<file path="src/rtl/reg_file_ctrl_fsm.sv">
// ---------------------------------------------------------------------------
// reg_file_ctrl_fsm
//   Multi-cycle control sequencer in front of the 4x10-bit register file.
//   Captures one instruction per Exec handshake in IDLE, decodes it and
//   steps the register file, ALU result latch G and the shared data bus D
//   through LOAD, COPY, ADD/SUB/AND/OR/XOR and NOT, then pulses Done.
//
//   Instruction format: [9:8] X (dest), [7:6] Y (src), [5:4] reserved (00),
//   [3:0] opcode. Opcodes 8-15 or a non-zero reserved field fault.
//
//   Build option: RFCTRL_ILLEGAL_TRAP_EN
//     defined   - a fault parks in a trap (Err=1, Busy=1) until Rstb.
//     undefined - a fault is a one-cycle Done+Err pulse, then IDLE.
//
// Parameters
//   DW      instruction/data width (only 10 is supported)
//   LD_TMO  LDW cycles without DValid before a fault; 0 waits forever
//
// Ports
//   CLKb    in   clock, rising edge
//   Rstb    in   asynchronous active-low reset
//   Exec    in   start request, sampled only in IDLE
//   Instr   in   instruction, captured on Exec in IDLE
//   DValid  in   external LOAD data valid
//   ENW/WRA        out  register-file write enable / address
//   ENR0/RDA0      out  read port Q0 enable / address
//   ENR1/RDA1      out  read port Q1 enable / address
//   FN             out  ALU function
//   Gin/Gout       out  latch ALU result into G / drive G onto D
//   Extern         out  drive external data onto D
//   Busy/Done/Err  out  in progress / completion pulse / fault
// ---------------------------------------------------------------------------
module reg_file_ctrl_fsm #(
    parameter int unsigned DW     = 10,
    parameter int unsigned LD_TMO = 15
) (
    input  logic          CLKb,
    input  logic          Rstb,
    input  logic          Exec,
    input  logic [DW-1:0] Instr,
    input  logic          DValid,
    output logic          ENW,
    output logic [1:0]    WRA,
    output logic          ENR0,
    output logic [1:0]    RDA0,
    output logic          ENR1,
    output logic [1:0]    RDA1,
    output logic [2:0]    FN,
    output logic          Gin,
    output logic          Gout,
    output logic          Extern,
    output logic          Busy,
    output logic          Done,
    output logic          Err
);

    localparam int unsigned CW = (LD_TMO < 2) ? 1 : $clog2(LD_TMO + 1);
    localparam logic [CW:0] LD_TMO_W = (CW+1)'(LD_TMO);

    typedef enum logic [2:0] {
        S_IDLE,
        S_DEC,
        S_WB,
        S_LDW,
        S_DONE,
        S_FAULT
    } state_t;

    state_t        r_state;
    state_t        w_next;
    logic [DW-1:0] r_ir;
    logic [CW-1:0] r_cnt;
    logic [CW:0]   w_cnt_inc;
    logic [1:0]    w_x;
    logic [1:0]    w_y;
    logic [3:0]    w_opc;
    logic          w_illegal;

    assign w_x       = r_ir[9:8];
    assign w_y       = r_ir[7:6];
    assign w_opc     = r_ir[3:0];
    assign w_illegal = (r_ir[5:4] != 2'b00) || w_opc[3];
    assign w_cnt_inc = {1'b0, r_cnt} + 1'b1;

    always_ff @(posedge CLKb or negedge Rstb) begin
        if (!Rstb) begin
            r_state <= S_IDLE;
            r_ir    <= '0;
            r_cnt   <= '0;
        end else begin
            r_state <= w_next;
            if (r_state == S_IDLE && Exec)
                r_ir <= Instr;
            // LDW is only entered from DEC, so clearing here clears on entry
            if (r_state == S_DEC)
                r_cnt <= '0;
            else if (r_state == S_LDW && !DValid)
                r_cnt <= w_cnt_inc[CW-1:0];
        end
    end

    always_comb begin
        w_next = r_state;
        ENW    = 1'b0;
        WRA    = 2'b00;
        ENR0   = 1'b0;
        RDA0   = 2'b00;
        ENR1   = 1'b0;
        RDA1   = 2'b00;
        FN     = 3'b000;
        Gin    = 1'b0;
        Gout   = 1'b0;
        Extern = 1'b0;
        Busy   = 1'b0;
        Done   = 1'b0;
        Err    = 1'b0;

        unique case (r_state)
            S_IDLE: begin
                if (Exec)
                    w_next = S_DEC;
            end

            S_DEC: begin
                Busy = 1'b1;
                if (w_illegal) begin
                    w_next = S_FAULT;
                end else begin
                    unique case (w_opc[2:0])
                        3'd0: w_next = S_LDW;
                        3'd1: begin
                            ENR0   = 1'b1;
                            RDA0   = w_y;
                            ENW    = 1'b1;
                            WRA    = w_x;
                            w_next = S_DONE;
                        end
                        3'd7: begin
                            // NOT is unary: only Y is read, on Q1
                            ENR1   = 1'b1;
                            RDA1   = w_y;
                            FN     = w_opc[2:0];
                            Gin    = 1'b1;
                            w_next = S_WB;
                        end
                        default: begin
                            ENR0   = 1'b1;
                            RDA0   = w_x;
                            ENR1   = 1'b1;
                            RDA1   = w_y;
                            FN     = w_opc[2:0];
                            Gin    = 1'b1;
                            w_next = S_WB;
                        end
                    endcase
                end
            end

            S_WB: begin
                Busy   = 1'b1;
                Gout   = 1'b1;
                ENW    = 1'b1;
                WRA    = w_x;
                w_next = S_DONE;
            end

            S_LDW: begin
                Busy   = 1'b1;
                Extern = 1'b1;
                if (DValid) begin
                    ENW    = 1'b1;
                    WRA    = w_x;
                    w_next = S_DONE;
                end else if (LD_TMO != 0 && w_cnt_inc == LD_TMO_W) begin
                    w_next = S_FAULT;
                end
            end

            S_DONE: begin
                Busy   = 1'b1;
                Done   = 1'b1;
                w_next = S_IDLE;
            end

            S_FAULT: begin
                Busy = 1'b1;
                Err  = 1'b1;
`ifdef RFCTRL_ILLEGAL_TRAP_EN
                w_next = S_FAULT;
`else
                Done   = 1'b1;
                w_next = S_IDLE;
`endif
            end

            default: w_next = S_IDLE;
        endcase
    end

endmodule
</file>
<file path="config.mk">
export PLATFORM = sky130hd
export DESIGN_NAME = reg_file_ctrl_fsm
export DESIGN_NICKNAME = d
export VERILOG_FILES = /design/src/rtl/reg_file_ctrl_fsm.sv
export SDC_FILE = /design/constraint.sdc
export NUM_CORES = 1
export LEC_CHECK = 0
export CAP_MARGIN = 10
export CORE_MARGIN = 1.5
export CORE_UTILIZATION = 41
export CTS_CLUSTER_SIZE = 12
export DETAILED_ROUTE_END_ITERATION = 10
export HOLD_SLACK_MARGIN = 0.15
export PLACE_DENSITY = 0.74
export SLEW_MARGIN = 20
export SYNTH_ARGS = -nofsm -noshare
export SYNTH_HDL_FRONTEND = slang
export SYNTH_SLANG_ARGS = --single-unit
</file>
<file path="constraint.sdc">
create_clock -name CLKb -period 1.6 [get_ports CLKb]
set_clock_uncertainty 0.15 [all_clocks]
set_input_delay 0.16 -clock CLKb [delete_from_list [all_inputs] [get_ports CLKb]]
set_output_delay 0.16 -clock CLKb [all_outputs]
set_load 0.02 [all_outputs]
</file>
==> flow_metrics.env, run 1 <==
export IMPL_outcome="finished, violations left"
export IMPL_violations="negative setup slack"
export IMPL_hold_viol_final=0
export IMPL_synth_avg_cell_area_um2=10.01
export IMPL_clock_path_buffers=2
export IMPL_critPathLaunch="r_ir[5]$_DFFE_PN0P_"
export IMPL_num_vias=1006
export IMPL_die_y_um=53.63
export IMPL_fp_dieW_um=53.63
export IMPL_rsz0062_at_grt="yes"
export IMPL_dieArea_um2=2876
export IMPL_ys_seq_area_share_pct=40.48
export IMPL_synth_compound_area_share_pct=11.19
export IMPL_drv_slew=0
export IMPL_gp_congestion=0.7193
export IMPL_peakVddDrop_mv=1.149
export IMPL_reg2reg_to="r_ir[6]$_DFFE_PN0P_"
export IMPL_dp_hpwl_mm=1.898
export IMPL_synthTopCellsByCount="dfrtp_1, nor2_1, nand2_1"
export IMPL_r2r_cells=4
export IMPL_wl_per_cell_um=14.84
export IMPL_drc_errors=0
export IMPL_fin_nets=183
export IMPL_numPortBuffers=31
export IMPL_postRouteAntennaNets=0
export IMPL_yosys_most_used_dff="dfrtp_1"
export IMPL_h_tree_depth=1
export IMPL_grt_use_total_pct=20.80
export IMPL_synth_top_area_share_pct=40.48
export IMPL_p_leak_nw=0.8114
export IMPL_end_kind="output pin"
export IMPL_synth_area_top_cells="dfrtp_1, mux2_4, nor2_1"
export IMPL_critPathKind="register to output pin"
export IMPL_drt_pass1_iterations=4
export IMPL_finalSetupViolCount=27
export IMPL_cts_tree="built"
export IMPL_synth_simple_area_share_pct=27.26
export IMPL_critical_path_required_ns=1.29
export IMPL_grt_ovfl_total=0
export IMPL_synth_xor_area_share_pct=0.8333
export IMPL_synth_edff_count=0
export IMPL_viasPerCell=5.133
export IMPL_cts_made_buffers=3
export IMPL_clock_fmax_mhz=519.4
export IMPL_insertion_delay_ns=0.30
export IMPL_root_buffer="clkbuf_4"
export IMPL_ys_warn_count=0
export IMPL_whs_ns=0.2641
export IMPL_yosys_area_top_type="dfrtp_1"
export IMPL_fin_util_pct=75.69
export IMPL_post_synth_top_count_cell="dfrtp_1"
export IMPL_final_cell_area_um2=1858
export IMPL_postPlaceCellArea_um2=1531
export IMPL_grt_max_degree=18
export IMPL_max_cap_violations=0
export IMPL_fillerInstances=164
export IMPL_syn_to_final_growth_pct=76.79
export IMPL_ys_ff_latch=17
export IMPL_min_path_type="input port to register"
export IMPL_synthAdderAreaFrac_pct=2.381
export IMPL_setup_ws_ns=-0.3254
export IMPL_async_flop_share_pct=100.0
export IMPL_worstPathMaxFanout=3
export IMPL_drt_wl_total_mm=2.908
export IMPL_worstSetupEndpoint="WRA[0]"
export IMPL_ios=32
export IMPL_antenna_found_initial=0
export IMPL_slew_headroom_pct=76.94
export IMPL_tightestPinTransition_ns=0.3455
export IMPL_cts_sinks=17
export IMPL_synthMuxAreaShare_pct=11.67
export IMPL_antennaDiodeCount=0
export IMPL_rrSetupSlack_ns=-0.08
export IMPL_coreArea_um2=2455
export IMPL_min_period_ns=1.925
export IMPL_start_util_pct=42.81
export IMPL_worstPathArrival_ns=1.62
export IMPL_grt_pass1_vias=1006
export IMPL_synth_top_family_by_area="simple AND/OR/NAND/NOR gates"
export IMPL_setup_tns_final_ns=-4.079
export IMPL_r2r_start="r_state[1]$_DFFE_PN0P_"
export IMPL_drive_gt1_share_pct=57.23
export IMPL_grt_pass1_wl_mm=4.367
export IMPL_clkTransAtPathRegs_ns=0.11
export IMPL_fin_crit_sh_pct=120.3
export IMPL_p_per_area_nw_per_um2=1627
export IMPL_drt_initial_drc_count=13
export IMPL_syn_area_um2=1051
export IMPL_synth_distinct_cells=35
export IMPL_rows=18
export IMPL_synth_nets=121
export IMPL_synth_cells=105
export IMPL_cp_start_kind="register"
worst max-delay path, stage by stage (launching register included):
cell	delay, ns
dfrtp_1	0.43
nor3_4	0.26
and3_4	0.23
a32oi_4	0.06
nor2b_1	0.17
buf_4	0.17
cell families after synthesis:
family	Yosys count
multiplexers	9
buffers and inverters	11
XOR/XNOR	1
AO/OA/AOI/OAI	18
flip-flops	17
AND/OR/NAND/NOR	47
adder cells (fa/ha/maj)	2
flip-flops by register name (all words and copies together), names as in the netlist:
register  count
r_ir         10
r_cnt         4
r_state       3
where the power goes:
group | leakage [nW] | switching [mW] | internal, mW
clock | 0.0177 | 0.149 | 0.0930
combinational | 0.583 | 0.871 | 1.09
sequential | 0.211 | 0.220 | 0.602
area by class of cell:
class                      count  area (um2)  area share, %
multi-input combinational     77       735.7          39.60
clock inverter                 1       5.005         0.2694
tap                           30       37.54          2.020
clock buffer                   3       22.52          1.212
inverter                       6       25.02          1.347
timing repair buffer          62       604.3          32.53
sequential                    17       427.9          23.03
stage by stage:
step	setup slack, ns	instances	power, mW
after floorplan	-0.01426	105	1.591
after global placement	-0.4330	181	2.128
after detailed placement	-0.4769	181	2.168
after CTS	-0.3049	193	2.732
after global routing	-0.4114	196	3.198
final	-0.3254	196	3.022
placed cells by master, fill, tap and decap left out, drive strengths merged, types with 3 or more instances in the layout:
cell type | netlist | layout
dfrtp | 17 | 17
and2 | 4 | 4
a21oi | 4 | 4
nand2 | 8 | 8
nand2b | 4 | 4
inv | 6 | 6
o21ai | 6 | 6
mux2 | 8 | 8
and3 | 3 | 3
clkdlybuf4s50 | 0 | 13
clkbuf | 0 | 3
nor3 | 7 | 7
buf | 5 | 48
nor2b | 3 | 3
nor2 | 12 | 12
layer usage:
metal	part of all wire [%]	GRT usage [%]	vias up
met5	0	0	-
met4	1.3	6.410	0
met3	4.1	2.500	4
met2	54	39.09	29
met1	41	24.35	485
li1	-	-	488
worst min-delay path by stage:
| stage | start | endpoint | slack (ns) | cells past startpoint |
|---|---|---|---|---|
| finish | Instr[1] | r_ir[1]$_DFFE_PN0P_ | 0.26 | 3 |
| global placement | Rstb | r_cnt[0]$_DFFE_PN0P_ | 0.36 | 2 |
| detailed placement | Rstb | r_cnt[0]$_DFFE_PN0P_ | 0.37 | 2 |
| CTS | Instr[1] | r_ir[1]$_DFFE_PN0P_ | 0.27 | 3 |
| global route | Instr[1] | r_ir[1]$_DFFE_PN0P_ | 0.29 | 3 |
| floorplan | Rstb | r_cnt[0]$_DFFE_PN0P_ | -0.29 | 0 |
timing repair:
item	CTS	global route
buffers inserted	6	4
resized for setup	131	28
hold buffers	1	0
gates cloned	1	0
endpoints found under the hold margin	17	0
pin swaps	12	9
endpoints found under the setup margin	29	30
Note: power is estimated with default switching activity, not from simulation.
==> run 2, diff against run 1 <==
--- a/config.mk
+++ b/config.mk
@@ -8,6 +8,7 @@
 export CAP_MARGIN = 10
 export CORE_MARGIN = 1.5
 export CORE_UTILIZATION = 41
+export CTS_BUF_LIST = sky130_fd_sc_hd__clkbuf_16
 export CTS_CLUSTER_SIZE = 12
 export DETAILED_ROUTE_END_ITERATION = 10
 export HOLD_SLACK_MARGIN = 0.15
==> run 2 against run 1 <==
The run still ends with negative setup slack left. Combinational power decreased by 4%. Via count increased by 0.30%. Register-to-register slack got worse by 0.05 ns. Critical path depth unchanged. Non-clock buffer count unchanged. Setup slack improved by 0.090 ns. Critical path type unchanged. Largest cell class unchanged. Largest power group unchanged.
==> flow_metrics.env, run 2 (synthesis gave the netlist of run 1 again) <==
export IMPL_outcome="finished, violations left"
export IMPL_violations="negative setup slack"
export IMPL_max_stage_delay_ns=0.40
export IMPL_postPlaceCellArea_um2=1531
export IMPL_gp_congestion=0.7193
export IMPL_worstPathMaxFanout=5
export IMPL_coreArea_um2=2455
export IMPL_numPortBuffers=31
export IMPL_syn_to_final_growth_pct=78.21
export IMPL_insertion_delay_ns=0.25
export IMPL_drc_errors=0
export IMPL_fillerInstances=157
export IMPL_critical_path_required_ns=1.29
export IMPL_r2r_start="r_state[1]$_DFFE_PN0P_"
export IMPL_drv_slew=0
export IMPL_seq_power_share_pct=26.1
export IMPL_p_switching_mw=1.247
export IMPL_postRouteAntennaNets=0
export IMPL_antenna_found_initial=0
export IMPL_final_cell_mix="buf_4, buf_6, clkdlybuf4s50_1, dfrtp_1, mux2_4"
export IMPL_grt_ovfl_total=0
export IMPL_cts_sinks=17
export IMPL_grt_pass1_vias=964
export IMPL_clkPwrFrac_pct=15.7
export IMPL_peakVddDrop_mv=1.305
export IMPL_cp_slowest_cell="dfrtp_1"
export IMPL_cts_made_buffers=3
export IMPL_clock_fmax_mhz=545.0
export IMPL_dieArea_um2=2876
export IMPL_fp_dieW_um=53.63
export IMPL_finalSetupViolCount=23
export IMPL_setup_tns_final_ns=-3.340
export IMPL_max_cap_violations=0
export IMPL_hp_start="Instr[2]"
export IMPL_netSwitchingFraction_pct=38.63
export IMPL_power_internal_mw=1.981
export IMPL_largestRegisters="r_ir: 10 flops, r_cnt: 4 flops, r_state: 3 flops"
export IMPL_clock_path_buffers=2
export IMPL_cp_start_kind="register"
export IMPL_regArea_um2=430.4
export IMPL_final_cells=196
export IMPL_grt_max_degree=18
export IMPL_drt_wl_total_mm=3.173
export IMPL_rows=18
export IMPL_setup_ws_ns=-0.2349
export IMPL_p_leak_nw=0.8357
export IMPL_fin_crit_sh_pct=114.7
export IMPL_start_util_pct=42.81
export IMPL_end_kind="output pin"
export IMPL_tightestPinTransition_ns=0.3835
export IMPL_antennaDiodeCount=0
export IMPL_multi_input_area_um2=701.9
export IMPL_drive_gt1_share_pct=56.63
export IMPL_viasPerCell=5.148
export IMPL_num_vias=1009
export IMPL_clkTransAtPathRegs_ns=0.05
export IMPL_critPathKind="register to output pin"
export IMPL_drt_initial_drc_count=15
export IMPL_min_path_type="input port to register"
export IMPL_hold_viol_final=0
export IMPL_slew_headroom_pct=74.24
export IMPL_grt_pass1_wl_mm=4.153
export IMPL_dp_hpwl_mm=1.898
export IMPL_min_period_ns=1.835
export IMPL_regMostFlops="r_ir"
export IMPL_h_tree_depth=1
export IMPL_wl_per_cell_um=16.19
export IMPL_final_common_cell="buf_4"
export IMPL_final_cell_area_um2=1873
export IMPL_p_per_area_nw_per_um2=1723
export IMPL_finalPower_mw=3.228
export IMPL_p_comb_share_pct=58.2
export IMPL_dp_cells=181
export IMPL_rsz0062_at_grt="yes"
export IMPL_die_y_um=53.63
export IMPL_whs_ns=0.3303
export IMPL_fin_nets=183
export IMPL_root_buffer="clkbuf_16"
export IMPL_largest_register_ffs=10
export IMPL_place_ws_ns=-0.4769
export IMPL_cts_tree="built"
export IMPL_critPathLaunch="r_ir[5]$_DFFE_PN0P_"
export IMPL_drt_pass1_iterations=4
export IMPL_worstPathArrival_ns=1.52
export IMPL_worstPathCellList="nor3_4 > nand3_4 > nor2_4 > and2_2 > buf_6"
export IMPL_ios=32
export IMPL_fin_util_pct=76.30
export IMPL_grt_use_total_pct=20.01
==> run 2: cell types whose count changed in the layout (fill, tap and decap cells not counted), sizes merged <==
| cell | before | now |
|---|---|---|
| buf | 48 | 47 |
| clkbuf | 3 | 4 |
==> run 2: per-layer routing <==
| layer | global-route usage [%] | part of all wire (%) |
|---|---|---|
| met5 | 0 | 0 |
| met1 | 23.61 | 39 |
| met3 | 3.333 | 4.2 |
| met2 | 36.63 | 54 |
| met4 | 6.410 | 2.5 |
==> run 2: power groups by stage <==
stage	sequential [mW]	combinational (mW)	clock [mW]
6_report	0.842	1.88	0.508
5_1_grt	0.864	1.98	0.540
4_1_cts	0.806	1.47	0.509
3_5_place_dp	0.778	1.39	0
3_3_place_gp	0.770	1.36	0
2_1_floorplan	0.718	0.873	0
==> run 2: worst max-delay path: cells and delay by family (launching register included) <==
family        cells  cell delay, ns
buf+inv           1            0.11
flops             1            0.40
simple gates      4            0.76
==> run 2: repair_timing <==
| action | CTS | global route |
|---|---|---|
| buffers inserted | 3 | 7 |
| resized for setup | 104 | 44 |
| cloned | 0 | 1 |
| setup endpoints to repair | 29 | 29 |
| hold buffers | 1 | 0 |
| pin swaps | 6 | 14 |
| endpoints found under the hold margin | 17 | 0 |
==> run 2: final cells by class <==
type | count | area share, %
Timing Repair Buffer | 62 | 31.93
Multi-Input combinational cell | 77 | 37.47
Tap cell | 30 | 2.004
Sequential cell | 17 | 22.98
Clock buffer | 3 | 4.008
Inverter | 6 | 1.336
Clock inverter | 1 | 0.2672
==> run 2: worst paths after layout <==
path,slack (ns),end,cells past startpoint
min in group asynchronous,0.64,r_cnt[0]$_DFFE_PN0P_,3
worst min-delay path,0.33,r_ir[2]$_DFFE_PN0P_,3
worst max register to register,-0.13,r_ir[4]$_DFFE_PN0P_,5
max in group asynchronous,0.45,r_state[0]$_DFFE_PN0P_,3
worst max-delay path,-0.23,RDA1[1],5
worst min register to register,0.41,r_ir[6]$_DFFE_PN0P_,1
==> edit 1, RTL diff (flow settings as in run 1) <==
The parameter `LD_TMO` goes from 15 to 30.
--- a/src/rtl/reg_file_ctrl_fsm.sv
+++ b/src/rtl/reg_file_ctrl_fsm.sv
@@ -34,3 +34,3 @@
     parameter int unsigned DW     = 10,
-    parameter int unsigned LD_TMO = 15
+    parameter int unsigned LD_TMO = 30
 ) (
Function: no difference found for any inputs over 10 cycles, from zero or initial values and one cycle with Rstb low; that may be too few to reach the edited logic, so the function may still have changed.
==> edit 1 against run 1 <==
- the run still ends with setup timing left
- fmax fell by 13%
- area after synthesis fell by 4.4%
- sequential cell count rose by 1
- sequential power fell by 8.2%
- core utilization rose by 1.1 points
- power fell by 8.7%
- clock power rose by 14%
- routed wire length rose by 9.7%
- via count rose by 0.50%
- worst setup slack got worse by 0.28 ns
- combinational power fell by 12%
- cell count fell by 4.6%
- design area fell by 6.8%
- count of clock-buffer cells in the layout rose by 1
- critical endpoint is now RDA1[0]
==> edit 1: results (changes against run 1) <==
Run status
  – Status: complete, but fails checks
  – Violated checks: setup timing

Critical path
  – CP Max Fanout: 5 (+2)

Layout
  – Fraction of final layout cells sized beyond drive strength 1: 0.5157 (-0.05657)
  – Bufs w/o clock: 59 (-4.8%)
  – Layout fillers: 148 (-9.8%)
  – Largest regs: r_ir: 10 flops, r_cnt: 5 flops, r_state: 3 flops
  – Inverters: 3 (-3)
  – Multi-input combinational area share: 0.3793 (-0.01662)
  – CLK BUF: 4 (+1)

Power and ir drop
  – Combinational fraction of design power: 0.626 (-0.022)
  – Psw: 1067 uW (-14%)
  – Leak: 0.0007844 uW (-3.3%)
  – Max IR drop VDD: 1.047 mV (-8.9%)

Timing
  – Final WS setup: -0.6040 ns (-0.2786 ns)
  – Final setup viols: 27 (unchanged)
  – Setup TNS: -8.825 ns (-4.746 ns)
  – Normalized max-slew margin: 0.7822 (+0.01272)

Yosys
  – Register area share after synthesis: 0.4483 (+0.04356)
  – Synth unique cells: 27 (-23%)
  – #FFs+latches synth: 18 (+1)

Worst hold path
  – Hold path startpoint: Instr[4]

GRT
  – Vias in the first global route: 959 (-4.7%)
  – Pin count of the biggest net entering global routing: 19 (+1)

Place
  – DP HPWL: 1.906 mm (+0.38%)

CTS
  – CTS resizes: 111 (-15%)
edit 1: metrics by stage:
step	power (uW)	cell area (um2)	std cells	util	worst slack [ns]
CTS	2581	1663	184	0.7375	-0.5642
global route	2908	1732	187	0.7680	-0.6945
global placement	1965	1474	173	0.6537	-0.6884
floorplan	1447	1025	102	-	-0.2296
finish	2758	1732	187	0.7680	-0.6040
detailed placement	2026	1474	173	0.6537	-0.7158
edit 1: cells by family (layout without fill, tap and decap cells):
kind of cell               after synthesis  count (layout)  share of synthesized area
muxes                                   10              10                     0.1121
buffers and inverters                    9              66                    0.03985
AOI/OAI and AO/OA                       16              16                    0.09216
and+or+nand+nor                         44              44                     0.2565
xor gates and xnor gates                 3               3                    0.02616
DFF                                     18              18                     0.4483
adders and majority gates                2               2                    0.02490
edit 1: per-layer routing:
layer  GRT usage  share of wire  routed length, um
met5           0              0                  0
met4     0.08120          0.018                 59
met3     0.03429          0.063                201
met2      0.3938           0.51               1612
met1      0.3466           0.41               1316
==> edit 2, RTL diff (config.mk and constraints of run 1) <==
Made on the original files. The 6 states of `state_t` get a one-hot encoding in 6 bits.
--- a/src/rtl/reg_file_ctrl_fsm.sv
+++ b/src/rtl/reg_file_ctrl_fsm.sv
@@ -59,9 +59,9 @@
 
-    typedef enum logic [2:0] {
-        S_IDLE,
-        S_DEC,
-        S_WB,
-        S_LDW,
-        S_DONE,
-        S_FAULT
+    typedef enum logic [5:0] {
+        S_IDLE  = 6'b000001,
+        S_DEC   = 6'b000010,
+        S_WB    = 6'b000100,
+        S_LDW   = 6'b001000,
+        S_DONE  = 6'b010000,
+        S_FAULT = 6'b100000
     } state_t;
Behaviour: same outputs for any inputs over 10 cycles, from zero or initial values and one cycle with Rstb low; not proved beyond that.
==> edit 2 against run 1 <==
- the run still ends with setup timing left
- area after synthesis up 5.4%
- via count up 16%
- highest routed layer unchanged
- worst setup slack worse by 0.23 ns
- critical path type unchanged
- routed wire length up 21%
- power down 14%
- design area up 8.6%
- sequential cell count up 3
- critical endpoint unchanged
- count of clock-buffer cells in the layout unchanged
==> edit 2: results (changes against run 1) <==
Run status
  – Status: complete, but fails checks
  – Violated checks: setup timing

Timing
  – Final WS setup: -0.5512 ns (-0.2257 ns)
  – Hold WS: 0.2737 ns (+0.009552 ns)
  – Final setup viols: 35 (+30%)

Critical path
  – Source of the worst register-to-register timing path: r_state[0]$_DFFE_PN1P_
  – Slowest cell on the critical path: dfstp_2
  – CP Max Fanout: 4 (+1)
  – Critical Path Max Stage Delay: 0.64 ns (+0.21 ns)
  – R2R setup slack: -0.22 ns (-0.14 ns)
  – Reg2reg path depth: 5 (+1)
  – Arr. time, crit path: 1.84 ns (+0.22 ns)
  – Top Family by Delay on Critical Path: flip-flops

Worst hold path
  – Hold endpoint: r_ir[2]$_DFFE_PN0P_
  – Hold path startpoint: Instr[2]

Place
  – GP Congestion: 0.8357 (+16%)
  – Placed Instances: 201 (+11%)

GRT
  – GR Util met1: 0.2896 (+0.04608)
  – Pin count of the biggest net entering global routing: 21 (+3)
  – Vias in the first global route: 1063 (+5.7%)
  – Total GRT Usage: 0.2385 (+0.03051)
  – First-pass GRT wire length: 4.947 mm (+13%)
  – Met2 usage: 0.4226 (+0.03167)

Layout
  – Fin nets: 204 (+11%)
  – Fraction of final layout cells sized beyond drive strength 1: 0.5668 (-0.005444)
  – Largest regs: r_ir: 10 flops, r_state: 6 flops, r_cnt: 4 flops

Yosys
  – Syn Area/Cell: 9.976 um2 (-0.34%)
  – Largest cells by area after synthesis: dfrtp_1 43%, mux2_2 8.1%, nor2_1 3.7%, o21ai_0 3.6%, and2_1 2.8%
  – Syn Nets: 127 (+5.0%)

Drt
  – DRT iter0 DRCs: 23 (+10)
  – Met3 routed WL: 204 um (+73%)
  – Vias: 1162 (+16%)
  – Final WL: 3.524 mm (+21%)
  – WL met1: 1.382 mm (+16%)

Power and ir drop
  – Switching share of total power: 0.3590 (-0.05097)
  – Leak: 0.0009323 uW (+15%)
  – Logic power comb: 1350 uW (-31%)
  – Total power of the final layout: 2596 uW (-14%)
  – Max IR drop VDD: 1.088 mV (-5.3%)
-- edit 2: worst register-to-register path: stages, from the launching register on --
cell and delay [ns]:
dfstp_2 0.64, buf_6 0.12, buf_6 0.11, and3b_2 0.28, nand2_4 0.11, mux2_4 0.31
-- edit 2: kinds of logic (layout without fill, tap and decap cells) --
logic type / count (synthesis) / after routing / synth area share
AO/OA/AOI/OAI: 20 / 20 / 0.1232
XOR/XNOR: 3 / 3 / 0.02373
adder cells (fa/ha/maj): 2 / 2 / 0.02260
buffers and inverters: 7 / 82 / 0.02825
flip-flops: 20 / 20 / 0.4531
multiplexers: 8 / 8 / 0.08136
AND/OR/NAND/NOR: 51 / 52 / 0.2678
-- edit 2: worst max-delay path by stage --
stage	to	cells past startpoint	slack, ns	startpoint
5_1_grt	WRA[0]	6	-0.60	r_state[2]$_DFFE_PN0P_
3_5_place_dp	WRA[0]	5	-0.64	r_state[2]$_DFFE_PN0P_
2_1_floorplan	FN[0]	5	-0.29	r_state[2]$_DFFE_PN0P_
3_3_place_gp	WRA[0]	5	-0.59	r_state[2]$_DFFE_PN0P_
4_1_cts	WRA[0]	5	-0.52	r_state[0]$_DFFE_PN1P_
6_report	WRA[0]	5	-0.55	r_state[0]$_DFFE_PN1P_
-- edit 2: layout make-up --
class / instances / area [um2] / share of cell area
clock inverter: 1 / 30.03 / 0.01488
sequential: 20 / 506.7 / 0.2511
tap: 30 / 37.54 / 0.01860
clock buffer: 3 / 22.52 / 0.01116
inverter: 5 / 21.27 / 0.01054
multi-input combinational: 85 / 726.9 / 0.3602
timing repair buffer: 73 / 673.1 / 0.3335
-- edit 2: timing repair --
action,in CTS,in global routing
setup buffers,7,9
endpoints found under the setup margin,34,38
cloned,1,0
pin swaps,17,12
resized for setup,131,19
hold endpoints to repair,19,0
hold buffers,1,0
